## config.mk

```make
export PLATFORM = sky130hd
export DESIGN_NAME = alu_issue_seq
export DESIGN_NICKNAME = d
export VERILOG_FILES = /design/src/rtl/alu_pkg.sv /design/src/rtl/alu_regfile.sv /design/src/rtl/alu_issue_seq.sv
export SDC_FILE = /design/constraint.sdc
export NUM_CORES = 1
export LEC_CHECK = 0
export BUFFER_PORTS_ARGS = -buffer_cell sky130_fd_sc_hd__buf_2
export CAP_MARGIN = 25
export CORE_UTILIZATION = 45
export CTS_CLUSTER_DIAMETER = 200
export CTS_CLUSTER_SIZE = 12
export DETAILED_ROUTE_END_ITERATION = 8
export GPL_TIMING_DRIVEN = 0
export HOLD_SLACK_MARGIN = 0.1
export PLACE_DENSITY = 0.65
export SKIP_LAST_GASP = 1
export SYNTH_ARGS = -nofsm -noshare
export SYNTH_HDL_FRONTEND = slang
export SYNTH_SLANG_ARGS = --single-unit
```

## constraint.sdc

```tcl
create_clock -name clk -period 6.2 [get_ports clk]
set_input_delay 0.31 -clock clk [delete_from_list [all_inputs] [get_ports clk]]
set_output_delay 0.31 -clock clk [all_outputs]
set_load 0.01 [all_outputs]
```

## src/rtl/alu_pkg.sv

```systemverilog
// Shared definitions for the ALU issue sequencer: ALU function codes,
// opcode classification helpers, FSM state encoding and flag bit positions.
package alu_pkg;

  localparam int ALU_DATA_W  = 16;
  localparam int ALU_REG_CNT = 16;
  localparam int REG_ADDR_W  = 4;
  localparam int CTRL_W      = 5;

  // ALU function codes; the instruction opcode maps 1:1 onto these.
  localparam logic [CTRL_W-1:0] ALU_ADD = 5'h0;
  localparam logic [CTRL_W-1:0] ALU_SUB = 5'h1;
  localparam logic [CTRL_W-1:0] ALU_AND = 5'h2;
  localparam logic [CTRL_W-1:0] ALU_OR  = 5'h3;
  localparam logic [CTRL_W-1:0] ALU_XOR = 5'h4;
  localparam logic [CTRL_W-1:0] ALU_SLL = 5'h5;
  localparam logic [CTRL_W-1:0] ALU_SRA = 5'h6;
  localparam logic [CTRL_W-1:0] ALU_LLB = 5'h8;
  localparam logic [CTRL_W-1:0] ALU_LHB = 5'h9;

  // Bit positions inside the {Z,N,V} flags vector.
  localparam int FLAG_Z = 2;
  localparam int FLAG_N = 1;
  localparam int FLAG_V = 0;

  typedef enum logic [2:0] {
    ST_IDLE  = 3'd0,
    ST_ISSUE = 3'd1,
    ST_CAPT  = 3'd2,
    ST_WB    = 3'd3,
    ST_ERR   = 3'd4
  } state_t;

  // Opcodes 7 and 10-15 have no ALU function behind them.
  function automatic logic op_legal(input logic [3:0] op);
    case (op)
      4'h0, 4'h1, 4'h2, 4'h3, 4'h4, 4'h5, 4'h6, 4'h8, 4'h9: op_legal = 1'b1;
      default:                                               op_legal = 1'b0;
    endcase
  endfunction

  // ADD/SUB: the only ops whose V flag comes from the ALU.
  function automatic logic op_is_addsub(input logic [3:0] op);
    op_is_addsub = (op == 4'h0) || (op == 4'h1);
  endfunction

  // ADD..SRA update Z/N/V; byte loads leave flags alone.
  function automatic logic op_sets_flags(input logic [3:0] op);
    op_sets_flags = (op <= 4'h6);
  endfunction

  // Two-register ops take operand b from R[rt].
  function automatic logic op_uses_rt(input logic [3:0] op);
    op_uses_rt = (op <= 4'h4);
  endfunction

  // Shifts take operand b from the 4-bit immediate.
  function automatic logic op_is_shift(input logic [3:0] op);
    op_is_shift = (op == 4'h5) || (op == 4'h6);
  endfunction

  // LLB/LHB read R[rd] as operand a and an 8-bit immediate as operand b.
  function automatic logic op_is_byte_load(input logic [3:0] op);
    op_is_byte_load = (op == 4'h8) || (op == 4'h9);
  endfunction

endpackage

```

## src/rtl/alu_regfile.sv

```systemverilog
// Register file for the ALU issue sequencer: two combinational read ports,
// one combinational debug read port and one synchronous write port.
// R0 is hardwired to zero; writes to it are discarded.
module alu_regfile
  import alu_pkg::*;
#(
  parameter int DATA_W  = ALU_DATA_W,
  parameter int REG_CNT = ALU_REG_CNT
) (
  input  logic                  clk,
  input  logic                  rst,
  input  logic [REG_ADDR_W-1:0] ra_addr,
  output logic [DATA_W-1:0]     ra_data,
  input  logic [REG_ADDR_W-1:0] rb_addr,
  output logic [DATA_W-1:0]     rb_data,
  input  logic [REG_ADDR_W-1:0] dbg_addr,
  output logic [DATA_W-1:0]     dbg_data,
  input  logic                  we,
  input  logic [REG_ADDR_W-1:0] wa,
  input  logic [DATA_W-1:0]     wd
);

  logic [DATA_W-1:0] regs [REG_CNT];

  // Storage update: clear on reset, otherwise write any register except R0.
  always_ff @(posedge clk) begin
    if (rst) begin
      // NOTE: the whole array is reset because reset must clear architectural
      // state; this keeps the file in flops rather than a RAM macro.
      for (int i = 0; i < REG_CNT; i++) begin
        regs[i] <= '0;
      end
    end else if (we && (wa != '0)) begin
      // NOTE: sequential state uses non-blocking assignments so every flop
      // samples pre-edge values regardless of statement order.
      regs[wa] <= wd;
    end
  end

  // Read ports are plain muxes; R0 forced to zero independent of storage.
  assign ra_data  = (ra_addr  == '0) ? '0 : regs[ra_addr];
  assign rb_data  = (rb_addr  == '0) ? '0 : regs[rb_addr];
  assign dbg_data = (dbg_addr == '0) ? '0 : regs[dbg_addr];

endmodule

```

## src/rtl/alu_issue_seq.sv

```systemverilog
// Initiator side of the 16-bit combinational ALU interface.
// Accepts one instruction per handshake, issues registered operands to the
// ALU, captures the result and writes it back with a {Z,N,V} flag update.
// Sequence per instruction: IDLE(accept) -> ISSUE -> CAPT -> WB -> IDLE;
// illegal opcodes take IDLE -> ERR -> IDLE with no side effects.
// Optional build macro ALU_ISSUE_SAT_EN: saturate ADD/SUB results on overflow.
module alu_issue_seq
  import alu_pkg::*;
#(
  parameter int DATA_W  = ALU_DATA_W,
  parameter int REG_CNT = ALU_REG_CNT
) (
  input  logic              clk,
  input  logic              rst,
  input  logic              instr_valid,
  input  logic [15:0]       instr,
  output logic              instr_ready,
  output logic [DATA_W-1:0] alu_a,
  output logic [DATA_W-1:0] alu_b,
  output logic [CTRL_W-1:0] alu_ctrl,
  input  logic [DATA_W-1:0] alu_out,
  input  logic              alu_ovfl,
  output logic              done,
  output logic              err,
  output logic [2:0]        flags,
  input  logic [3:0]        dbg_addr,
  output logic [DATA_W-1:0] dbg_data
);

  state_t state_q, state_d;

  logic [3:0] f_op, f_rd, f_rs, f_rt;
  logic [7:0] f_imm8;
  logic       accept;

  logic [REG_ADDR_W-1:0] ra_addr;
  logic [DATA_W-1:0]     ra_data, rb_data, opnd_b;

  logic [3:0]        op_q;
  logic [3:0]        rd_q;
  logic [DATA_W-1:0] res_q;
  logic              ovfl_q;
  logic [DATA_W-1:0] wb_res;
  logic              wb_en;

  assign f_op   = instr[15:12];
  assign f_rd   = instr[11:8];
  assign f_rs   = instr[7:4];
  assign f_rt   = instr[3:0];
  assign f_imm8 = instr[7:0];

  assign instr_ready = (state_q == ST_IDLE);
  assign accept      = instr_valid && instr_ready;
  assign done        = (state_q == ST_WB);
  assign err         = (state_q == ST_ERR);
  assign wb_en       = (state_q == ST_WB);

  // Byte loads merge into the destination, so port a reads rd for them.
  assign ra_addr = op_is_byte_load(f_op) ? f_rd : f_rs;

  alu_regfile #(
    .DATA_W  (DATA_W),
    .REG_CNT (REG_CNT)
  ) u_regfile (
    .clk      (clk),
    .rst      (rst),
    .ra_addr  (ra_addr),
    .ra_data  (ra_data),
    .rb_addr  (f_rt),
    .rb_data  (rb_data),
    .dbg_addr (dbg_addr),
    .dbg_data (dbg_data),
    .we       (wb_en),
    .wa       (rd_q),
    .wd       (wb_res)
  );

  // Operand b select: register, 4-bit shift amount or 8-bit immediate.
  always_comb begin
    // NOTE: default assigned first so no path leaves opnd_b unassigned,
    // which would otherwise infer a latch.
    opnd_b = rb_data;
    if (op_is_shift(f_op)) begin
      opnd_b = {{(DATA_W-4){1'b0}}, f_rt};
    end else if (op_is_byte_load(f_op)) begin
      opnd_b = {{(DATA_W-8){1'b0}}, f_imm8};
    end
  end

  // Writeback value: wrapped ALU result, optionally saturated on overflow.
  always_comb begin
    wb_res = res_q;
`ifdef ALU_ISSUE_SAT_EN
    if (op_is_addsub(op_q) && ovfl_q) begin
      wb_res = alu_a[DATA_W-1] ? {1'b1, {(DATA_W-1){1'b0}}}
                               : {1'b0, {(DATA_W-1){1'b1}}};
    end
`endif
  end

  // FSM state register.
  always_ff @(posedge clk) begin
    if (rst) begin
      state_q <= ST_IDLE;
    end else begin
      state_q <= state_d;
    end
  end

  // FSM next-state logic; every non-IDLE state lasts exactly one cycle.
  always_comb begin
    state_d = state_q;
    unique case (state_q)
      ST_IDLE:  if (accept) state_d = op_legal(f_op) ? ST_ISSUE : ST_ERR;
      ST_ISSUE: state_d = ST_CAPT;
      ST_CAPT:  state_d = ST_WB;
      ST_WB:    state_d = ST_IDLE;
      ST_ERR:   state_d = ST_IDLE;
      default:  state_d = ST_IDLE;
    endcase
  end

  // Issue registers: load operands on a legal accept, hold until the next one.
  always_ff @(posedge clk) begin
    if (rst) begin
      alu_a    <= '0;
      alu_b    <= '0;
      alu_ctrl <= '0;
      op_q     <= '0;
      rd_q     <= '0;
    end else if (accept && op_legal(f_op)) begin
      alu_a    <= ra_data;
      alu_b    <= opnd_b;
      alu_ctrl <= {1'b0, f_op};
      op_q     <= f_op;
      rd_q     <= f_rd;
    end
  end

  // Capture registers: sample the combinational ALU at the end of CAPT.
  always_ff @(posedge clk) begin
    if (rst) begin
      res_q  <= '0;
      ovfl_q <= 1'b0;
    end else if (state_q == ST_CAPT) begin
      res_q  <= alu_out;
      ovfl_q <= alu_ovfl;
    end
  end

  // Status flags: updated at the edge ending WB for arithmetic/logic ops.
  always_ff @(posedge clk) begin
    if (rst) begin
      flags <= '0;
    end else if ((state_q == ST_WB) && op_sets_flags(op_q)) begin
      flags[FLAG_Z] <= (wb_res == '0);
      flags[FLAG_N] <= wb_res[DATA_W-1];
      flags[FLAG_V] <= op_is_addsub(op_q) ? ovfl_q : 1'b0;
    end
  end

endmodule

```

## Word-level counts from Yosys, hierarchy flattened

Memories as Yosys holds them, arrays and structs flattened.
Cells that the tools add are included.

- Equal/unequal tests: 10
- Muxes and demuxes: 21
- Shift-type cells: 0
- $mul: 0
- $add $sub $neg: 0
- Reduce and logical (&&, ||, !) cells: 15
- Bitwise operators: 0
- $lt $le $gt $ge: 1
- Div/mod/pow operators: 0

Operators by type and width:

| cell | number |
|---|---|
| $mux 16 | 6 |
| $logic_not 16->1 | 1 |
| $logic_not 4->1 | 4 |
| $reduce_or 16->1 | 1 |
| $mux 1 | 10 |
| $pmux 3 s3 | 1 |
| $eq 4x3->1 const B | 2 |
| $eq 4x4->1 const B | 2 |
| $mux 4 | 2 |
| $eq 3x2->1 const B | 2 |
| $mux 3 | 2 |
| $eq 4x1->1 const B | 1 |
| $le 4x3->1 const B | 1 |
| $logic_and 1x1->1 | 4 |
| $reduce_bool 4->1 | 1 |
| $eq 3x1->1 const B | 1 |
| $eq 3x3->1 const B | 1 |
| $logic_not 3->1 | 1 |
| $logic_or 1x1->1 | 3 |
| $ne 2x1->1 const B | 1 |

- Bits in latches: 0
- Output and inout bits: 59
- Memories kept: 3
- Register bits: 63
- Bits in writable memories: 256
- Logic and storage cells: 58
- Bits of input ports: 40
- ROM bits: 32

Memory list:

| name | words | width | read ports | clocked after Yosys merged registers in | write ports | line | source |
|---|---|---|---|---|---|---|---|
| u_regfile.regs | 16 | 16 | 3 | 0 | 16 | alu_regfile.sv:23 | `logic [DATA_W-1:0] regs [REG_CNT];` |
| (no name shown) | 16 | 1 | 1 | 0 | 0 | alu_pkg.sv:36 | `case (op)` |
| (no name shown) | 16 | 1 | 1 | 0 | 0 | alu_pkg.sv:36 |  |

## Depth between registers and ports, before layout

- Depth after elaboration: 7
- Mapped depth: 11
- Gate-level depth less buffers: 6

## Hierarchy

Synthesis repeated with hierarchy kept, for this count alone.

- Cell total of the unflattened synthesis: 1,240
- Area, all modules: 17,656.9 sq um

By module, submodules not included:

| module | cells each | times used | area an instance (sq um) |
|---|---|---|---|
| alu_regfile | 938 | 1 | 15,140.8 |
| alu_issue_seq | 302 | 1 | 2,516.2 |

## Least setup slack after synthesis

OpenSTA, ideal clock, no wires.

- Path type: input -> output
- From: input dbg_addr[0]
- To: output dbg_data[0]
- Path slack: 3.716 ns
- Stages: 5
- Arrival: 2.174 ns
- Data required time: 5.890 ns
- Path through: clkbuf_1 buf_2 mux4_2 mux4_2 nor2b_1

- Cells in the longest elaborated chain, start to end: 2
- Elaborated cells between the ends (all ways): 3
- Classes of those cells: mux (1); reduce/logical (1); memory (1)

RTL lines:

| item | line | source |
|---|---|---|
| start: declaration | alu_issue_seq.sv:26 | `input logic [3:0] dbg_addr,` |
| $mem_v2 16x16 or $logic_not 4->1 (tied branches) | - |  |
| $mux 16 * | alu_regfile.sv:43 | `assign dbg_data = (dbg_addr == '0) ? '0 : regs[dbg_addr];` |
| end: declaration | alu_issue_seq.sv:27 | `output logic [DATA_W-1:0] dbg_data` |

Mark *: on every way between the ends. The rest lies on a longest branch, timed or not.

## Worst setup path after layout

- From: input instr[13]
- To: register alu_a[6]

- Cells in the longest elaborated chain, start to end: 5
- Elaborated cells between the ends (all ways): 10
- Classes of those cells: eq/ne (2); mux (3); reduce/logical (3); memory (2)

RTL lines:

| item | line | source |
|---|---|---|
| start: declaration | alu_issue_seq.sv:16 | `input logic [15:0] instr,` |
| $eq 4x4->1 | alu_pkg.sv:64 | `op_is_byte_load = (op == 4'h8) \|\| (op == 4'h9);` |
| $logic_or 1x1->1 | alu_pkg.sv:64 |  |
| $mux 4 | alu_issue_seq.sv:59 | `assign ra_addr = op_is_byte_load(f_op) ? f_rd : f_rs;` |
| $mem_v2 16x16 or $logic_not 4->1 (tied branches) | - |  |
| $mux 16 | alu_regfile.sv:41 | `assign ra_data = (ra_addr == '0) ? '0 : regs[ra_addr];` |
| end signal: assignment | alu_issue_seq.sv:132 | `alu_a <= ra_data;` |
| end: declaration | alu_issue_seq.sv:18 | `output logic [DATA_W-1:0] alu_a,` |

Several ways; a longest one is shown, not always the timed one. The select of a mux whose other input is x is not followed.
A chain may end at the register's enable or synchronous reset.

==> impl_results.html <==
<table>
<tr><th>Metric</th><th>Value</th></tr>
<tr><th colspan="2">Timing</th></tr>
<tr><td>Fin crit period</td><td>around 3.5 ns</td></tr>
<tr><td>Sum of negative setup slack</td><td>0 ns</td></tr>
<tr><td>Setup repair after global routing missed its margin</td><td>false</td></tr>
<tr><td>Final clock period utilization by the worst path</td><td>between 50% and 60%</td></tr>
<tr><td>Pin slew with the least headroom to its limit</td><td>around 1.2 ns</td></tr>
<tr><td>Worst Clk Skew</td><td>roughly 0.022 ns</td></tr>
<tr><td>Achievable frequency</td><td>between 0.2 and 0.3 GHz</td></tr>
<tr><td>Fin. Hold Viols</td><td>0</td></tr>
<tr><td>Endpoints failing setup</td><td>0</td></tr>
<tr><td>Pins over their slew limit</td><td>0</td></tr>
<tr><td>Max-slew headroom</td><td>between 20 and 25%</td></tr>
<tr><th colspan="2">Worst setup path</th></tr>
<tr><td>Beginning of the critical path</td><td>instr[13]</td></tr>
<tr><td>Data required time at the worst endpoint</td><td>approximately 6.7 ns</td></tr>
<tr><td>Worst r2r path cells</td><td>8</td></tr>
<tr><td>CP max-delay cell</td><td>sky130_fd_sc_hd__clkbuf_1</td></tr>
<tr><td>Critical path cell sequence</td><td>dlygate4sd3_1 &gt; buf_6 &gt; or3b_1 &gt; buf_2 &gt; mux2_4 &gt; buf_2 &gt; buf_2 &gt; clkbuf_1 &gt; nand3_1 &gt; a31oi_1 &gt; nand3_1</td></tr>
<tr><td>Startpoint type of the worst setup path</td><td>input pin</td></tr>
<tr><td>Critical path endpoint category</td><td>flop</td></tr>
<tr><td>Worst setup path category</td><td>input pin to flop</td></tr>
<tr><td>Critical path endpoint</td><td>alu_a[6]</td></tr>
<tr><td>Launch instance of the worst register-to-register path</td><td>state_q[0]</td></tr>
<tr><td>Capture instance of the worst register-to-register path</td><td>alu_a[6]</td></tr>
<tr><td>Maximum fanout count along the critical path</td><td>10</td></tr>
<tr><td>Signal arrival time at the worst endpoint</td><td>around 4 ns</td></tr>
<tr><td>Worst reg2reg setup slack</td><td>between 2 and 3 ns</td></tr>
<tr><td>Cell with the most instances on the worst path</td><td>sky130_fd_sc_hd__buf_2</td></tr>
<tr><td>Max incr delay on CP</td><td>slightly below 0.6 ns</td></tr>
<tr><th colspan="2">Global routing</th></tr>
<tr><td>Vias in the first global route</td><td>around 14000</td></tr>
<tr><td>GRT Overall Usage</td><td>about a third</td></tr>
<tr><td>Wire length of the first global-routing pass</td><td>92900 µm</td></tr>
<tr><td>Met1 layer usage reported by global route</td><td>a little over two fifths</td></tr>
<tr><td>Remaining global-route overflow</td><td>0</td></tr>
<tr><td>Routing usage on met2</td><td>~49%</td></tr>
<tr><td>Initial antenna violation count</td><td>1</td></tr>
<tr><td>Most utilized layer in the global route result</td><td>met2</td></tr>
<tr><td>Met3 routing resource usage after global routing</td><td>6.69%</td></tr>
<tr><td>Maximum number of pins on one net before global-route repair</td><td>17</td></tr>
<tr><th colspan="2">Cells and area</th></tr>
<tr><td>Leading cell type in the layout, fill and taps excluded</td><td>sky130_fd_sc_hd__edfxtp_1</td></tr>
<tr><td>Inserted Diodes</td><td>0</td></tr>
<tr><td>Total number of nets in the final design</td><td>between 1500 and 2000</td></tr>
<tr><td>Count of non-filler cells in the finished layout</td><td>approximately 2200</td></tr>
<tr><td>Proportion of layout cells with a drive suffix above 1</td><td>a little over a fifth</td></tr>
<tr><td>Most frequent cells in the layout</td><td>256 x sky130_fd_sc_hd__edfxtp_1, 241 x sky130_fd_sc_hd__and2_1, 197 x sky130_fd_sc_hd__nand2_1</td></tr>
<tr><td>Area growth from synthesis to layout</td><td>13.2%</td></tr>
<tr><th colspan="2">Logic synthesis</th></tr>
<tr><td>Number of instances in the synthesized netlist</td><td>roughly 1500</td></tr>
<tr><td>Top area cells in the synthesized netlist</td><td>sky130_fd_sc_hd__edfxtp_1 43%, sky130_fd_sc_hd__mux4_2 21%, sky130_fd_sc_hd__and2_1 8.4%</td></tr>
<tr><td>Top FF cell, synth</td><td>sky130_fd_sc_hd__edfxtp_1</td></tr>
<tr><td>FF+latch count, synth</td><td>between 300 and 400</td></tr>
<tr><td>Fraction of synthesized cell area taken by the top area cell type</td><td>a little over two fifths</td></tr>
<tr><td>Combined area of all synthesized cells</td><td>18000 µm²</td></tr>
<tr><td>Cell taking the most area after synthesis</td><td>sky130_fd_sc_hd__edfxtp_1</td></tr>
<tr><td>Count of different cell masters after synthesis</td><td>49</td></tr>
<tr><td>FFs w/ async S/R, synth</td><td>0%</td></tr>
<tr><td>Average cell area after synthesis</td><td>about 12 µm²</td></tr>
<tr><td>Yosys synthesis warning count</td><td>0</td></tr>
<tr><td>Portion of the post-synthesis area used by sequential elements</td><td>between 40% and 50%</td></tr>
<tr><td>Number of enable-type register cells in the synthesized netlist</td><td>approximately 260</td></tr>
<tr><th colspan="2">Power</th></tr>
<tr><td>IR Drop Worst-Case VDD</td><td>227 µV</td></tr>
<tr><td>Power density over cell area</td><td>approximately 250 nW/µm²</td></tr>
<tr><td>Reported leakage power</td><td>7.36 nW</td></tr>
<tr><th colspan="2">Routing</th></tr>
<tr><td>Residual DRC count</td><td>0</td></tr>
<tr><td>Total length of routed wires</td><td>between 60000 and 70000 µm</td></tr>
<tr><td>Total via count after detailed routing</td><td>around 14000</td></tr>
<tr><td>Drt pass-1 iters</td><td>7</td></tr>
<tr><td>Post-DRT Antenna Nets</td><td>0</td></tr>
<tr><td>Vias per cell</td><td>around 6.6</td></tr>
<tr><td>Violation count after the first detailed-routing iteration</td><td>about 1800</td></tr>
<tr><td>Average detailed-routed wire length per instance</td><td>30.1 µm</td></tr>
<tr><th colspan="2">Hold path</th></tr>
<tr><td>Type of the most critical hold path</td><td>input pin to flop</td></tr>
<tr><th colspan="2">Floorplanning</th></tr>
<tr><td>Floorplan core area</td><td>39000 µm²</td></tr>
<tr><td>I/O pin count</td><td>99</td></tr>
<tr><td>Initial Util</td><td>between 40% and 50%</td></tr>
<tr><td>Die height</td><td>roughly 200 µm</td></tr>
<tr><td>DIE AREA</td><td>40800 µm²</td></tr>
<tr><td>Width of the die</td><td>a little over 200 µm</td></tr>
<tr><td>Count of standard-cell rows</td><td>72</td></tr>
<tr><th colspan="2">Clock network</th></tr>
<tr><td>Cell at the root of the clock tree</td><td>sky130_fd_sc_hd__clkbuf_16</td></tr>
<tr><td>Maximum level of the CTS H-tree</td><td>1</td></tr>
<tr><td>Clock-pin slew reported for the worst setup and hold paths after clock tree synthesis</td><td>~0.06 ns</td></tr>
<tr><td>Insertion delay to the later sink of the worst-skew pair</td><td>0.61 ns</td></tr>
<tr><td>Number of post-CTS setup repair buffers</td><td>0</td></tr>
<tr><td>TritonCTS sink count</td><td>319</td></tr>
<tr><td>Total clock buffers created by CTS</td><td>30</td></tr>
<tr><td>Buffer levels on the longest clock path</td><td>3</td></tr>
<tr><td>Quantity of gates resized following cts</td><td>0</td></tr>
<tr><td>Clock tree from TritonCTS</td><td>done</td></tr>
<tr><th colspan="2">Flow run</th></tr>
<tr><td>Max_cap viols</td><td>0</td></tr>
<tr><th colspan="2">Placed design</th></tr>
<tr><td>HPWL reported at the end of detailed placement</td><td>approximately 48000 µm</td></tr>
<tr><td>Post-placement cell count</td><td>about 2100</td></tr>
<tr><td>Weighted congestion at the end of routability-driven global placement</td><td>approximately 1.0</td></tr>
<tr><td>Number of port buffers</td><td>90</td></tr>
<tr><th colspan="2">Status</th></tr>
<tr><td>Run status</td><td>completed</td></tr>
</table>
## per-stage QoR
stage               hold slack, ns  utilization (%)  cell area, µm²  power (mW)  setup WS [ns]
detailed placement           0.451             49.2           19200        3.26           2.69
global route                 0.313             52.2           20400        5.11           2.48
CTS                          0.214             52.2           20300        4.98           2.82
finish                       0.235             52.2           20400        5.02           2.66
global placement             0.453             49.1           19200        3.24           2.35
floorplan                    0.432                -           18100        2.95           3.72
## registers in the layout, indices dropped and copies added (netlist names)
register,flops
ovfl_q,1
res_q,16
rd_q,4
alu_a,16
state_q,3
u_regfile.regs,256
alu_b,16
flags,3
alu_ctrl,4
## synthesized netlist by cell type (2+ instances only)
master,count
sky130_fd_sc_hd__nand4_1,2
sky130_fd_sc_hd__buf_6,2
sky130_fd_sc_hd__nor4_1,7
sky130_fd_sc_hd__nor2b_1,27
sky130_fd_sc_hd__buf_1,5
sky130_fd_sc_hd__dfxtp_1,63
sky130_fd_sc_hd__nor2_1,44
sky130_fd_sc_hd__clkbuf_1,85
sky130_fd_sc_hd__a31oi_1,7
sky130_fd_sc_hd__o21a_1,2
sky130_fd_sc_hd__nand2b_1,6
sky130_fd_sc_hd__mux2_2,3
sky130_fd_sc_hd__xnor2_1,2
sky130_fd_sc_hd__buf_2,35
sky130_fd_sc_hd__edfxtp_1,256
sky130_fd_sc_hd__a311oi_1,3
sky130_fd_sc_hd__a211oi_1,23
sky130_fd_sc_hd__buf_4,2
sky130_fd_sc_hd__and2_1,241
sky130_fd_sc_hd__o21ai_0,13
sky130_fd_sc_hd__nand3b_1,2
sky130_fd_sc_hd__or2_2,17
sky130_fd_sc_hd__nor3b_1,4
sky130_fd_sc_hd__mux2i_4,2
sky130_fd_sc_hd__nand3_1,31
sky130_fd_sc_hd__o22ai_1,2
sky130_fd_sc_hd__mux2i_1,20
sky130_fd_sc_hd__mux4_2,165
sky130_fd_sc_hd__a22oi_1,11
sky130_fd_sc_hd__a222oi_1,3
sky130_fd_sc_hd__nor3_1,12
sky130_fd_sc_hd__a21oi_1,119
sky130_fd_sc_hd__a221oi_1,29
sky130_fd_sc_hd__nand2_1,197
## power breakdown
| group | switching [mW] | internal (mW) | leakage (nW) |
|---|---|---|---|
| Sequential | 0.0862 | 2.40 | 3.15 |
| Clock | 0.838 | 0.927 | 0.412 |
| Combinational | 0.467 | 0.302 | 3.80 |
| Total | 1.39 | 3.63 | 7.36 |
## cell type report
cell class	count	area [µm²]
fillers	3355	18600
flip-flops and latches	319	8950
multi-input cells	1024	8560
clock buffers	53	858
repair buffers	124	805
well taps	518	648
plain buffers	129	551
clock inverters	1	6.26
inverters	1	3.75
## per-layer routing
layer | vias up | part of all wire [%]
met5 | - | 0
met4 | 0 | 7.1
met3 | 262 | 12
met2 | 1071 | 45
met1 | 7064 | 37
li1 | 5827 | -
## worst max-delay path, delay by kind of cell
family	cells	cell delay, ns
AO/OA/AOI/OAI	1	0.51
buffers and inverters	6	2.22
multiplexers	1	0.29
AND/OR/NAND/NOR	3	0.63
## how the worst min path moves through the flow
stage	cells past startpoint	slack, ns	end	startpoint
detailed placement	2	0.45	alu_a[13]	alu_a[13]
global placement	2	0.45	alu_a[11]	alu_a[11]
floorplan	2	0.43	ovfl_q	ovfl_q
CTS	5	0.21	alu_b[4]	instr[3]
global route	5	0.31	alu_b[4]	instr[3]
finish	5	0.23	alu_b[4]	instr[3]
## cells by family after synthesis
| family | count (synthesis) | synth area share [%] |
|---|---|---|
| compound gates | 216 | 7.41 |
| xor+xnor | 2 | 0.0974 |
| buf+inv | 130 | 3.08 |
| flops | 319 | 49.7 |
| mux | 191 | 22.3 |
| other cells | 1 | 0.0208 |
| simple gates | 598 | 17.4 |
## what timing repair did
action / 4_1_cts / 5_1_grt
endpoints found under the setup margin: 0 / 0
hold buffers: 29 / 0
hold endpoints to repair: 29 / 0
Power figures use the tool's default switching activity.
